[src/rtl/mult_pkg.sv]
// Shared types and sizing helpers for the sequential digit-serial multiplier.
package mult_pkg;

  // Controller states.
  typedef enum logic [1:0] {
    ST_IDLE = 2'd0,
    ST_RUN  = 2'd1,
    ST_FIX  = 2'd2,
    ST_DONE = 2'd3
  } mult_state_e;

  // Width of a counter that must index n digits; never narrower than one bit.
  function automatic int cnt_w(input int n);
    return (n <= 1) ? 1 : $clog2(n);
  endfunction

  // Default configuration: 32x32 operands in 16-bit digits.
  localparam int DEF_A_W   = 32;
  localparam int DEF_B_W   = 32;
  localparam int DEF_CHUNK = 16;
  localparam int DEF_NA    = DEF_A_W / DEF_CHUNK;
  localparam int DEF_NB    = DEF_B_W / DEF_CHUNK;
  localparam int DEF_IW    = cnt_w(DEF_NA);
  localparam int DEF_JW    = cnt_w(DEF_NB);

endpackage

[src/rtl/mult_seq_ctrl.sv]
// Controller for the sequential multiplier: FSM plus the i/j digit counters.
// It walks every (i, j) digit pair once, then requests the sign fix-up.
module mult_seq_ctrl
  import mult_pkg::*;
#(
  parameter int NA = DEF_NA,
  parameter int NB = DEF_NB,
  parameter int IW = DEF_IW,
  parameter int JW = DEF_JW
) (
  input  logic          clk,
  input  logic          reset,
  input  logic          start,
  output logic          busy,
  output logic          done,
  output logic          load,
  output logic          acc_en,
  output logic          neg_en,
  output logic [IW-1:0] i_sel,
  output logic [JW-1:0] j_sel
);

  localparam logic [IW-1:0] I_LAST = IW'(NA - 1);
  localparam logic [JW-1:0] J_LAST = JW'(NB - 1);

  mult_state_e   state_q, state_d;
  logic [IW-1:0] i_q, i_d;
  logic [JW-1:0] j_q, j_d;

  // State and counter registers; reset aborts any operation in flight.
  // NOTE: sequential state uses non-blocking (<=) so every flop samples pre-edge values.
  always_ff @(posedge clk or posedge reset) begin
    if (reset) begin
      state_q <= ST_IDLE;
      i_q     <= '0;
      j_q     <= '0;
    end else begin
      state_q <= state_d;
      i_q     <= i_d;
      j_q     <= j_d;
    end
  end

  // Next-state, counter stepping and datapath strobes.
  // NOTE: every output gets a default first so no path leaves it unassigned (no latch).
  always_comb begin
    state_d = state_q;
    i_d     = i_q;
    j_d     = j_q;
    busy    = 1'b0;
    done    = 1'b0;
    load    = 1'b0;
    acc_en  = 1'b0;
    neg_en  = 1'b0;
    unique case (state_q)
      ST_IDLE: begin
        if (start) begin
          load    = 1'b1;
          i_d     = '0;
          j_d     = '0;
          state_d = ST_RUN;
        end
      end
      ST_RUN: begin
        busy   = 1'b1;
        acc_en = 1'b1;
        if (j_q == J_LAST) begin
          j_d = '0;
          if (i_q == I_LAST) begin
            i_d     = '0;
            state_d = ST_FIX;
          end else begin
            i_d = i_q + 1'b1;
          end
        end else begin
          j_d = j_q + 1'b1;
        end
      end
      ST_FIX: begin
        busy    = 1'b1;
        neg_en  = 1'b1;
        state_d = ST_DONE;
      end
      ST_DONE: begin
        done = 1'b1;
        // Back-to-back acceptance skips IDLE entirely.
        if (start) begin
          load    = 1'b1;
          i_d     = '0;
          j_d     = '0;
          state_d = ST_RUN;
        end else begin
          state_d = ST_IDLE;
        end
      end
      default: state_d = ST_IDLE;
    endcase
  end

  assign i_sel = i_q;
  assign j_sel = j_q;

endmodule

[src/rtl/mult_seq_param.sv]
// Parametrised multi-cycle multiplier. Operands are stored as magnitudes,
// one CHUNKxCHUNK digit product is accumulated per RUN cycle, and the sign
// is applied to the full-width sum in the FIX cycle.
module mult_seq_param
  import mult_pkg::*;
#(
  parameter int A_W   = DEF_A_W,
  parameter int B_W   = DEF_B_W,
  parameter int CHUNK = DEF_CHUNK
) (
  input  logic               clk,
  input  logic               reset,
  input  logic               start,
  input  logic               is_signed,
  input  logic [A_W-1:0]     a,
  input  logic [B_W-1:0]     b,
  output logic               busy,
  output logic               done,
  output logic [A_W+B_W-1:0] product
);

  localparam int PW = A_W + B_W;
  localparam int NA = A_W / CHUNK;
  localparam int NB = B_W / CHUNK;
  localparam int IW = cnt_w(NA);
  localparam int JW = cnt_w(NB);

  logic          load, acc_en, neg_en;
  logic [IW-1:0] i_sel;
  logic [JW-1:0] j_sel;

  logic [A_W-1:0] ua_q, ua_d, a_mag;
  logic [B_W-1:0] ub_q, ub_d, b_mag;
  logic           neg_q, neg_d;
  logic [PW-1:0]  product_q, product_d;

  logic [CHUNK-1:0]   a_dig, b_dig;
  logic [2*CHUNK-1:0] pp;
  logic [PW-1:0]      pp_shift;
  logic [31:0]        shamt;

  mult_seq_ctrl #(
    .NA (NA),
    .NB (NB),
    .IW (IW),
    .JW (JW)
  ) u_ctrl (
    .clk    (clk),
    .reset  (reset),
    .start  (start),
    .busy   (busy),
    .done   (done),
    .load   (load),
    .acc_en (acc_en),
    .neg_en (neg_en),
    .i_sel  (i_sel),
    .j_sel  (j_sel)
  );

  // Operand magnitudes; unsigned width keeps the most negative value representable.
  always_comb begin
    a_mag = (is_signed && a[A_W-1]) ? -a : a;
    b_mag = (is_signed && b[B_W-1]) ? -b : b;
  end

  // Digit select, partial product and its alignment within the full-width sum.
  always_comb begin
    a_dig    = ua_q[i_sel*CHUNK +: CHUNK];
    b_dig    = ub_q[j_sel*CHUNK +: CHUNK];
    pp       = a_dig * b_dig;
    shamt    = (32'(i_sel) + 32'(j_sel)) * 32'(CHUNK);
    pp_shift = PW'(pp) << shamt;
  end

  // Next values of the operand latches and the accumulator.
  always_comb begin
    ua_d      = ua_q;
    ub_d      = ub_q;
    neg_d     = neg_q;
    product_d = product_q;
    if (load) begin
      ua_d      = a_mag;
      ub_d      = b_mag;
      neg_d     = is_signed & (a[A_W-1] ^ b[B_W-1]);
      product_d = '0;
    end else if (acc_en) begin
      product_d = product_q + pp_shift;
    end else if (neg_en && neg_q) begin
      product_d = -product_q;
    end
  end

  // Datapath registers; cleared by reset so no partial result survives an abort.
  always_ff @(posedge clk or posedge reset) begin
    if (reset) begin
      ua_q      <= '0;
      ub_q      <= '0;
      neg_q     <= 1'b0;
      product_q <= '0;
    end else begin
      ua_q      <= ua_d;
      ub_q      <= ub_d;
      neg_q     <= neg_d;
      product_q <= product_d;
    end
  end

  assign product = product_q;

endmodule
[config.mk]
export PLATFORM = sky130hd
export DESIGN_NAME = mult_seq_param
export DESIGN_NICKNAME = d
export VERILOG_FILES = /design/src/rtl/mult_pkg.sv /design/src/rtl/mult_seq_ctrl.sv /design/src/rtl/mult_seq_param.sv
export SDC_FILE = /design/constraint.sdc
export NUM_CORES = 1
export LEC_CHECK = 0
export CORE_UTILIZATION = 45
export CTS_CLUSTER_DIAMETER = 80
export DETAILED_ROUTE_END_ITERATION = 6
export SETUP_SLACK_MARGIN = 0.15
export SYNTH_ARGS = -nofsm -noshare
export SYNTH_HDL_FRONTEND = slang
export SYNTH_SLANG_ARGS = --single-unit
export TNS_END_PERCENT = 50
[constraint.sdc]
create_clock -name clk -period 11.9 [get_ports clk]
set_clock_uncertainty 0.1 [all_clocks]
set_input_delay 2.38 -clock clk [delete_from_list [all_inputs] [get_ports clk]]
set_output_delay 2.38 -clock clk [all_outputs]
set_load 0.03 [all_outputs]
==> load_flow_metrics.sql <==
INSERT INTO impl_metrics (metric_group, metric, value, unit) VALUES
('routing', 'finalWirelength', '74200', 'um'),
('logic_synthesis', 'synthesized_net_count', '3048', ''),
('logic_synthesis', 'synth-seq-area-share', '0.158', ''),
('floorplanning', 'die_area', '47600', 'sq um'),
('setup_path', 'setup.reg_to_reg.worst_slack', '0.66', 'ns'),
('routing', 'detail_route.vias_per_cell', '5.84', ''),
('logic_synthesis', 'xor_and_xnor_fraction_of_the_mapped_netlist_area', '0.0821', ''),
('setup_path', 'timing.critical_path.from_type', 'register', ''),
('setup_path', 'worst_ep_required_time', '12.17', 'ns'),
('setup_path', 'worstRegToRegCells', '33', ''),
('setup_path', 'timing.critical_path.fanout_max', '24', ''),
('sta', 'setup_viol', '0', ''),
('logic_synthesis', 'dominant_combinational_cell_family_by_area_after_synthesis', 'adder cells', ''),
('clock_tree', 'inserted_clock_buffers', '17', ''),
('setup_path', 'rr_endpoint', 'product[57]', ''),
('routing', 'number_of_drc_markers_after_the_initial_detailed_route_iteration', '1760', ''),
('floorplanning', 'dieWidth', '218', 'um'),
('placement', 'place.gp.congestion', '0.998', ''),
('grt', 'antenna_violations_before_repair', '6', ''),
('setup_path', 'crit_family', 'compound AO/OA/AOI/OAI gates', ''),
('logic_synthesis', 'synth-adder-area-share', '0.291', ''),
('setup_path', 'rr_startpoint', 'u_ctrl.j_sel', ''),
('floorplanning', 'start_util', '0.460', ''),
('sta', 'final_min_period_over_clock_period', '0.944', ''),
('setup_path', 'crit_start', 'u_ctrl.j_sel', ''),
('routing', 'route.detailed.drc', '0', ''),
('setup_path', 'worst-path-stages', '33', ''),
('grt', 'largest_net_degree_at_the_start_of_global_routing', '120', ''),
('logic_synthesis', 'synth.avg_cell_area', '8.05', 'sq um'),
('clock_tree', 'numClockSinks', '133', ''),
('logic_synthesis', 'synth_flop_cell', 'sky130_fd_sc_hd__dfrtp_1', ''),
('logic_synthesis', 'postSynthRegisterBits', '133', ''),
('sta', 'fmaxAchievable', '0.0890', 'GHz'),
('sta', 'maxSlewHeadroom', '0.163', ''),
('clock_tree', 'clock_tree_from_tritoncts', 'done', ''),
('sta', 'hold_slack', '0.382', 'ns'),
('sta', 'final-max-slew-violation-count', '0', ''),
('grt', 'grt_usage', '0.318', ''),
('final_layout', 'nets', '3127', ''),
('setup_path', 'critPathArrivalTime', '11.51', 'ns'),
('logic_synthesis', 'post_synth_mux_area_share', '0.0361', ''),
('sta', 'worst_slew_pin_slew', '1.22', 'ns'),
('placement', 'post_dp_cell_area', '23000', 'sq um'),
('final_layout', 'fin_area', '23600', 'sq um'),
('routing', 'wl_per_cell', '22.5', 'um'),
('floorplanning', 'number_of_i_o_pins', '134', ''),
('logic_synthesis', 'ys_async_sr_fraction', '1.00', ''),
('clock_tree', 'latest_clock_arrival_within_the_worst_skew_pair', '0.50', 'ns'),
('run', 'max-cap-violations', '0', ''),
('placement', 'buffer_ports.inserted', '133', ''),
('clock_tree', 'post-cts-setup-buffers', '0', ''),
('logic_synthesis', 'synth-simple-area-share', '0.184', ''),
('setup_path', 'crit_path_end', 'product[57]', ''),
('sta', 'timing.setup.tns', '0', 'ns'),
('logic_synthesis', 'yosysWarningCount', '0', ''),
('final_layout', 'signed_area_change_from_the_synthesized_netlist_to_the_final_layout', '12.4', '%'),
('setup_path', 'end_kind', 'register', ''),
('clock_tree', 'worst_setup_hold_path_clk_slew', '0.07', 'ns'),
('status', 'run_status', 'finished clean', ''),
('setup_path', 'timing.critical_path.mode_cell', 'sky130_fd_sc_hd__fa_1', ''),
('setup_path', 'timing.critical_path.buf_inv', '5', ''),
('routing', 'route.antenna.remaining_nets', '0', ''),
('logic_synthesis', 'synth_cell_types', '75', ''),
('setup_path', 'crit_path_max_incr_delay', '1.10', 'ns'),
('final_layout', 'layout-drive-gt1-share', '0.0470', ''),
('clock_tree', 'clock_h_tree_levels', '4', ''),
('floorplanning', 'fp.coreArea', '45700', 'sq um'),
('min_path', 'min-delay-path-class', 'reg -> reg', ''),
('sta', 'grt_setup_unrepaired', 'false', ''),
('sta', 'hold_violation_total_from_the_final_report', '0', ''),
('setup_path', 'worst_path_max_delay_cell', 'sky130_fd_sc_hd__dfrtp_1', '');
## cell usage after synthesis, drive strengths merged, types with 11 or more instances
library cell,n,share of area
a21o,43,0.015
nand2b,21,0.0063
xnor2,106,0.044
or3,14,0.0044
and3,20,0.0060
nor4,19,0.0081
o41ai,13,0.0068
nor2,276,0.049
mux2i,42,0.020
mux2,30,0.016
ha,176,0.10
or4,11,0.0045
o211ai,17,0.0061
nand4,24,0.0077
dfrtp,133,0.16
nand2,334,0.060
a21oi,156,0.037
o21bai,16,0.0059
a31oi,12,0.0036
o22ai,15,0.0045
nand3,26,0.0062
o31ai,27,0.011
nor3,42,0.010
xor2,91,0.038
fa,195,0.19
a211oi,60,0.022
inv,278,0.050
o21ai,173,0.041
and2,31,0.0092
nor2b,11,0.0033
clkbuf,98,0.018
## routing by layer
layer | vias up | wire length [um] | GRT usage
li1 | 9021 | - | -
met4 | 6 | 1230 | 0.0769
met3 | 96 | 7160 | 0.0980
met2 | 741 | 30900 | 0.450
met5 | - | 131 | 0.0177
met1 | 9442 | 34800 | 0.466
## registers in the layout, indices dropped and copies added, names as in the netlist
register / cells
ua_q: 32
u_ctrl.i_sel: 1
ub_q: 32
u_ctrl.state_q: 2
u_ctrl.j_sel: 1
neg_q: 1
product: 64
## layout make-up
| cell class | instances | area, sq um | share of cell area |
|---|---|---|---|
| clock buffer | 23 | 468 | 0.0198 |
| sequential | 133 | 3330 | 0.141 |
| tap | 600 | 751 | 0.0318 |
| inverter | 279 | 1050 | 0.0445 |
| timing repair buffer | 165 | 1570 | 0.0665 |
| clock inverter | 8 | 173 | 0.00731 |
| antenna | 3 | 7.51 | 0.000318 |
| multi-input combinational | 2092 | 16300 | 0.689 |
## per-stage QoR
| step | instances | setup WS [ns] | utilization |
|---|---|---|---|
| global placement | 3269 | 0.771 | 0.503 |
| CTS | 3300 | 0.530 | 0.517 |
| detailed placement | 3269 | 0.571 | 0.503 |
| finish | 3303 | 0.663 | 0.517 |
| floorplan | 2609 | 2.27 | - |
| global route | 3302 | 0.165 | 0.517 |
## worst min path at each step
stage	start	cells past startpoint	end	slack (ns)
3_5_place_dp	ub_q[21]	2	ub_q[21]	0.37
5_1_grt	neg_q	2	neg_q	0.41
4_1_cts	ub_q[21]	2	ub_q[21]	0.38
2_1_floorplan	ub_q[25]	2	ub_q[25]	0.34
3_3_place_gp	ub_q[20]	2	ub_q[20]	0.37
6_report	ub_q[21]	2	ub_q[21]	0.38
## worst min-delay path, stage by stage (launching register included)
cell,delay (ns)
sky130_fd_sc_hd__dfrtp_1,0.34
sky130_fd_sc_hd__nand2_1,0.05
sky130_fd_sc_hd__o21ai_0,0.06
## cells in the final DEF, fill, tap and decap left out, types with 43 or more instances in the layout
cell type,n
sky130_fd_sc_hd__xor2_1,91
sky130_fd_sc_hd__a21o_1,43
sky130_fd_sc_hd__nand2_1,333
sky130_fd_sc_hd__ha_1,175
sky130_fd_sc_hd__clkdlybuf4s50_1,133
sky130_fd_sc_hd__xnor2_1,106
sky130_fd_sc_hd__a21oi_1,156
sky130_fd_sc_hd__dfrtp_1,133
sky130_fd_sc_hd__fa_1,195
sky130_fd_sc_hd__o21ai_0,164
sky130_fd_sc_hd__nor2_1,275
sky130_fd_sc_hd__inv_1,277
sky130_fd_sc_hd__a211oi_1,59
## cell families after synthesis
family | Yosys count
mux | 72
simple gates | 851
fa+ha+maj | 371
xor+xnor | 197
flops | 133
buf+inv | 384
compound gates | 601
## what timing repair did
action                                  in CTS  in global routing
hold buffers                                 0                  0
endpoints found under the setup margin       0                  4
resized for setup                            0                  1
Power is not shown: default switching activity piles up to over one toggle a cycle in this logic, so the estimate is an artifact.
